## src/rtl/uart_rx.sv

```systemverilog
// 8N1 serial receiver with mid-bit sampling and a valid/ready output.
// Flags framing errors (one-cycle pulse) and overruns (sticky).
module uart_rx #(
    parameter int unsigned CLKS_PER_BIT = 5208
) (
    input  logic       clk,
    input  logic       rst,
    input  logic       rx,
    output logic [7:0] data,
    output logic       valid,
    input  logic       ready,
    output logic       busy,
    output logic       frame_err,
    output logic       overrun
);

    localparam logic [15:0] LAST = 16'(CLKS_PER_BIT - 1);
    localparam logic [15:0] HALF = 16'(CLKS_PER_BIT / 2 - 1);

    typedef enum logic [2:0] {
        IDLE,
        START,
        DATA,
        STOP,
        WAIT_IDLE
    } state_t;

    state_t      state;
    state_t      state_n;
    logic        rx_m;
    logic        rx_s;
    logic [15:0] cnt;
    logic [15:0] cnt_n;
    logic [2:0]  idx;
    logic [2:0]  idx_n;
    logic [7:0]  shreg;
    logic [7:0]  shreg_n;
    logic        load;
    logic        load_n;
    logic        ferr_n;

    always_ff @(posedge clk) begin
        if (!rst) begin
            state <= IDLE;
        end else begin
            state <= state_n;
        end
    end

    always_comb begin
        state_n = state;
        cnt_n   = cnt + 16'd1;
        idx_n   = idx;
        shreg_n = shreg;
        load_n  = 1'b0;
        ferr_n  = 1'b0;
        unique case (state)
            IDLE: begin
                cnt_n = '0;
                if (!rx_s) state_n = START;
            end
            START: begin
                if (cnt == HALF) begin
                    cnt_n   = '0;
                    idx_n   = '0;
                    state_n = rx_s ? IDLE : DATA;
                end
            end
            DATA: begin
                if (cnt == LAST) begin
                    cnt_n        = '0;
                    shreg_n[idx] = rx_s;
                    if (idx == 3'd7) state_n = STOP;
                    else             idx_n   = idx + 3'd1;
                end
            end
            STOP: begin
                if (cnt == LAST) begin
                    cnt_n = '0;
                    // Re-arm mid stop bit so a following start edge is caught.
                    if (rx_s) begin
                        state_n = IDLE;
                        load_n  = 1'b1;
                    end else begin
                        state_n = WAIT_IDLE;
                        ferr_n  = 1'b1;
                    end
                end
            end
            WAIT_IDLE: begin
                cnt_n = '0;
                if (rx_s) state_n = IDLE;
            end
            default: begin
                cnt_n   = '0;
                state_n = IDLE;
            end
        endcase
    end

    always_ff @(posedge clk) begin
        if (!rst) begin
            rx_m      <= 1'b1;
            rx_s      <= 1'b1;
            cnt       <= '0;
            idx       <= '0;
            shreg     <= '0;
            load      <= 1'b0;
            frame_err <= 1'b0;
            data      <= '0;
            valid     <= 1'b0;
            overrun   <= 1'b0;
        end else begin
            rx_m      <= rx;
            rx_s      <= rx_m;
            cnt       <= cnt_n;
            idx       <= idx_n;
            shreg     <= shreg_n;
            load      <= load_n;
            frame_err <= ferr_n;
            // A new byte beats a same-edge acceptance of the old one.
            if (load) begin
                data  <= shreg;
                valid <= 1'b1;
                if (valid && !ready) overrun <= 1'b1;
            end else if (valid && ready) begin
                valid <= 1'b0;
            end
        end
    end

    assign busy = (state != IDLE);

endmodule

```

## config.mk

```make
export PLATFORM = sky130hd
export DESIGN_NAME = uart_rx
export DESIGN_NICKNAME = d
export VERILOG_FILES = /design/src/rtl/uart_rx.sv
export SDC_FILE = /design/constraint.sdc
export NUM_CORES = 1
export LEC_CHECK = 0
export CAP_MARGIN = 20
export CORE_MARGIN = 2
export CORE_UTILIZATION = 50
export CTS_BUF_LIST = sky130_fd_sc_hd__clkbuf_16
export CTS_CLUSTER_SIZE = 12
export DETAILED_ROUTE_END_ITERATION = 7
export PLACE_DENSITY_LB_ADDON = 0.25
export SYNTH_ARGS = -nofsm -noshare
export SYNTH_HDL_FRONTEND = slang
export SYNTH_SLANG_ARGS = --single-unit
```

## constraint.sdc

```tcl
create_clock -name clk -period 2.4 [get_ports clk]
set_clock_uncertainty 0.1 [all_clocks]
set_input_delay 0.72 -clock clk [delete_from_list [all_inputs] [get_ports clk]]
set_output_delay 0.72 -clock clk [all_outputs]
set_load 0.02 [all_outputs]
```

==> impl_metrics.ini <==
[outcome]
outcome = completed

[synth]
postSynthNetCount = 250
synth-seq-area-share_pct = 41.0
synth_edf_count = 0
synth-main-ff-cell = dfxtp_1
synth_top_cell_by_area = dfxtp_1
synth.distinct_cells = 48
synth_cells = 243
ys_ff_latch = 44
yosys_warnings = 0
syn-mean-instance-area_sq_um = 8.83
synthTopCellsByCount = 44 x dfxtp_1, 23 x a21oi_1, 19 x nor2_1
yosysMostFrequentCell = dfxtp_1
synth_top_cell_area_share_pct = 41.0
synth_area_leaders = dfxtp_1 41%, a21oi_1 5.4%, mux2i_1 5.1%, nand4_1 4.7%, nand3_1 3.5%
async_reset_ff_share_pct = 0
netlist_area_sq_mm = 0.00215

[clocking]
clock_sinks = 44
cts_tree = yes
h-tree-depth = 2
clkTransAtPathRegs_ns = 0.06
postCtsSetupBuffers = 0
clk-insertion-delay-late_ns = 0.28
cts_made_buffers = 5
clk_path_buf_depth = 2
clockRootBuffer = clkbuf_16

[floorplanning]
dieArea_sq_mm = 0.00483
floorplan.initialDensity_pct = 52.9
core_sq_mm = 0.00406
rows = 23
die_y_microns = 69.5
die_w_microns = 69.5
pin_count = 16

[worst_setup_path]
path_cells = or3_1 > dlymetal6s2s_1
cp-end-kind = output pin
start_kind = register
path_max_fanout = 7
slowest_delay_ns = 0.38
cpLargestDelayFamily = simple AND/OR/NAND/NOR gates
worstReg2RegStart = state[1]
path_class = register to output pin
startpoint = state[2]
crit_buf_inv = 1
cp_slowest_cell = or3_1
crit_required_ns = 1.58
worstPathArrival_ns = 1.24

[timing]
max_slew_margin_pct = 63.9
fmax_ghz = 0.484
fin_crit_sh_pct = 86.0
hold_violations = 0
final_max_slew_viol_count = 0
period_needed_ns = 2.06
worst_pin_slew_ns = 0.541
tns_ns = 0
rsz0062_at_grt = false
setup_viol = 0

[placement]
place.gp.congestion = 0.814
place_area_sq_mm = 0.00233
dpl.hpwl_mm = 3.03
numPortBuffers = 15

[layout]
area_growth_pct = 15.2
drive_above_1_share_pct = 8.66
n_fill_cell = 343
stdcell_area_sq_mm = 0.00247
diodes = 0
nNetsFinal = 260

[detailed_routing]
drt_first_pass_iters = 4
dr.first_iter.drc_count = 142
postRouteAntennaNets = 0
wl_per_cell_microns = 14.4
wl_mm = 4.39
drc = 0
viasPerCell = 5.86
vias = 1780

[global_route]
grt_usage_pct = 19.2
overflow = 0
grt_pass1_vias = 1669
grt_max_degree = 20
grt_pass1_wl_mm = 7.67
antenna_found_initial = 0

[worst_hold_path]
hp-start = rx_m
hp-class = register to register

[job]
drv_cap = 0

[power_and_ir_drop]
p_per_area_mw_per_mm2 = 567
vdd_drop_max_mv = 0.263
power.leakage_nw = 0.862
==> per-layer routing <==
layer | global-route usage [%] | part of all wire (%) | up-vias
li1 | - | - | 900
met1 | 26.6 | 48 | 835
met2 | 29.9 | 47 | 41
met3 | 4.51 | 4.5 | 4
met4 | 5.66 | 0.73 | 0
met5 | 0 | 0 | -
==> cells in the final DEF (no fill, tap or decap), types with 8 or more instances in the layout <==
cell type and instances:
a21oi_1 23, buf_4 8, clkdlybuf4s50_1 14, dfxtp_1 44, mux2i_1 11, nand2_1 13
nand3_1 15, nand4_1 16, nor2_1 19, o21ai_0 9
==> per-stage QoR <==
stage                     setup WS, ns  hold slack [ns]  util (%)  power [mW]  std cells
after floorplan                  0.701            0.286         -       0.770        243
after global placement           0.302            0.293      57.5       0.785        296
after detailed placement         0.275            0.313      57.5       0.785        296
after CTS                      0.00390            0.322      60.9        1.41        304
after global routing             0.294            0.349      60.9        1.44        304
final                            0.335            0.314      60.9        1.40        304
==> power by group <==
group	switching (mW)	total (mW)	internal, mW
logic	0.0183	0.0318	0.0136
clock network	0.259	0.633	0.374
registers	0.00365	0.737	0.734
total	0.281	1.40	1.12
==> final timing paths <==
path,to,slack (ns),cells after the start
worst min register to register,rx_s,0.31,1
worst min-delay path,rx_s,0.31,1
worst max-delay path,busy,0.34,2
worst max register to register,shreg[5],0.51,6
==> cell type report <==
class / count / area [sq um] / area share (%)
clock buffer: 5 / 125 / 5.06
sequential: 44 / 881 / 35.6
multi-input combinational: 175 / 1150 / 46.5
inverter: 3 / 11.3 / 0.455
clock inverter: 3 / 11.3 / 0.455
tap: 50 / 62.6 / 2.53
timing repair buffer: 24 / 233 / 9.41
==> cell families after synthesis <==
logic type | after synthesis | share of synthesized area [%]
flip-flops | 44 | 41.0
buffers and inverters | 24 | 5.42
AND/OR/NAND/NOR | 106 | 30.1
multiplexers | 11 | 5.13
AO/OA/AOI/OAI | 43 | 11.7
adder cells (fa/ha/maj) | 3 | 1.75
XOR/XNOR | 12 | 4.90
==> worst register-to-register path: stages, from the launching register on <==
cell,delay (ns)
dfxtp_1,0.33
buf_4,0.14
nor3b_2,0.43
buf_4,0.23
and2_1,0.26
nand4_1,0.13
a21oi_1,0.19
==> state kept, by name, summed over array words and instances, names as in the netlist <==
signal / count
cnt: 16
data: 8
frame_err: 1
idx: 3
load: 1
overrun: 1
rx_m: 1
rx_s: 1
shreg: 8
state: 3
valid: 1
==> repair_timing <==
action,in CTS,in global routing
gates resized for setup,0,1
hold buffers,0,0
endpoints found under the setup margin,0,1
(Power assumes the default switching activity.)
==> RTL edit: new RTL, same settings <==
Put one more register stage on the output `overrun`, with the module's reset. The value now appears one clock later. The other outputs are not delayed to match.
--- a/src/rtl/uart_rx.sv
+++ b/src/rtl/uart_rx.sv
@@ -25,4 +25,6 @@
         WAIT_IDLE
     } state_t;
+
+    logic overrun_s0;
 
     state_t      state;
@@ -110,5 +112,5 @@
             data      <= '0;
             valid     <= 1'b0;
-            overrun   <= 1'b0;
+            overrun_s0 <= 1'b0;
         end else begin
             rx_m      <= rx;
@@ -123,5 +125,5 @@
                 data  <= shreg;
                 valid <= 1'b1;
-                if (valid && !ready) overrun <= 1'b1;
+                if (valid && !ready) overrun_s0 <= 1'b1;
             end else if (valid && ready) begin
                 valid <= 1'b0;
@@ -132,4 +134,12 @@
     assign busy = (state != IDLE);
 
+    always_ff @(posedge clk) begin
+        if (!rst) begin
+            overrun <= '0;
+        end else begin
+            overrun <= overrun_s0;
+        end
+    end
+
 endmodule
 
Behaviour: same outputs for any inputs over 10 cycles, from zero or initial values and one cycle with rst low; that may be too few to reach the edited logic, so the function may still have changed.
==> RTL edit against the original RTL <==
Synthesized cell count is 0.82% higher; register-to-register slack worse by 0.08 ns; first-iteration DRC count decreased by 35%; fmax is 4.9% lower; clock power grew 1%; sequential share of layout area up 0.83 points; sequential cell count rose by 1; cell area is essentially flat; wire length decreased by 1.1%; worst setup slack worse by 0.11 ns; synthesized area is 1.2% higher; total power grew 1.7%; die area is 1.2% higher; critical path type unchanged.
==> RTL edit: results (changes against the original RTL) <==
status=completed (unchanged); arrival time worst endpoint=1.35 ns (was 1.24 ns); Worst R2R Setup Slack=0.43 ns (was 0.51 ns); DP HPWL=2.91 mm (was 3.03 mm); WL met2=1.89 mm (was 2.06 mm); leakage power=0.841 nW (was 0.862 nW); met3 WL=159 um (was 196 um); switching pwr=285 uW (was 281 uW); number of global-route vias before repair=1681 (was 1669); worst-case reg-to-reg path depth=5 (was 6); Seq/Total Area, Yosys=41.5% (was 41.0%); seq pwr=754 uW (was 737 uW); dominant cells by area after synthesis=dfxtp_1 (41%), a21oi_1 (5.3%), mux2i_1 (5.1%), nand4_1 (4.6%), nand3_1 (3.5%) (was dfxtp_1 (41%), a21oi_1 (5.4%), mux2i_1 (5.1%), nand4_1 (4.7%), nand3_1 (3.5%)); met1 WL=2.23 mm (was 2.10 mm); area post-placement=0.00233 mm^2 (about the same); slew margin rel.=64.0% (was 63.9%); drt wl/cell=14.3 um (was 14.4 um); syn nets=252 (was 250); 1st-iter DRT viols=92 (was 142); first-pass GRT wire length=7.75 mm (was 7.67 mm); met2 GRT Util=29.5% (was 29.9%); switching portion of total power=20.0% (about the same); layout cell share with drive strength beyond 1=8.27% (was 8.66%); # fillers=372 (was 343); met1 Usage GRT=26.9% (was 26.6%)
[RTL edit: cell count changes after synthesis]
cell / before / now
and2_1: 2 / 3
dfxtp_1: 44 / 45
[RTL edit: final cells by class]
class                   count  area [um^2]  share of cell area, %
inverters                   3         11.3                  0.456
flip-flops and latches     45          901                   36.5
well taps                  50         62.6                   2.53
repair buffers             22          201                   8.15
multi-input cells         176         1150                   46.7
clock inverters             3         15.0                  0.608
clock buffers               5          125                   5.06
[RTL edit: timing repair]
item                                    CTS  global route
resized for setup                         1             0
endpoints found under the setup margin    1             0
buffers inserted                          0             0
[RTL edit: cells by family (layout without fill, tap and decap cells)]
family / Yosys count / after routing / share of synthesized area (%)
buffers and inverters: 24 / 33 / 5.36
AO/OA/AOI/OAI: 43 / 43 / 11.5
multiplexers: 11 / 11 / 5.07
flip-flops: 45 / 45 / 41.5
AND/OR/NAND/NOR: 107 / 107 / 30.0
adder cells (fa/ha/maj): 3 / 3 / 1.73
XOR/XNOR: 12 / 12 / 4.84
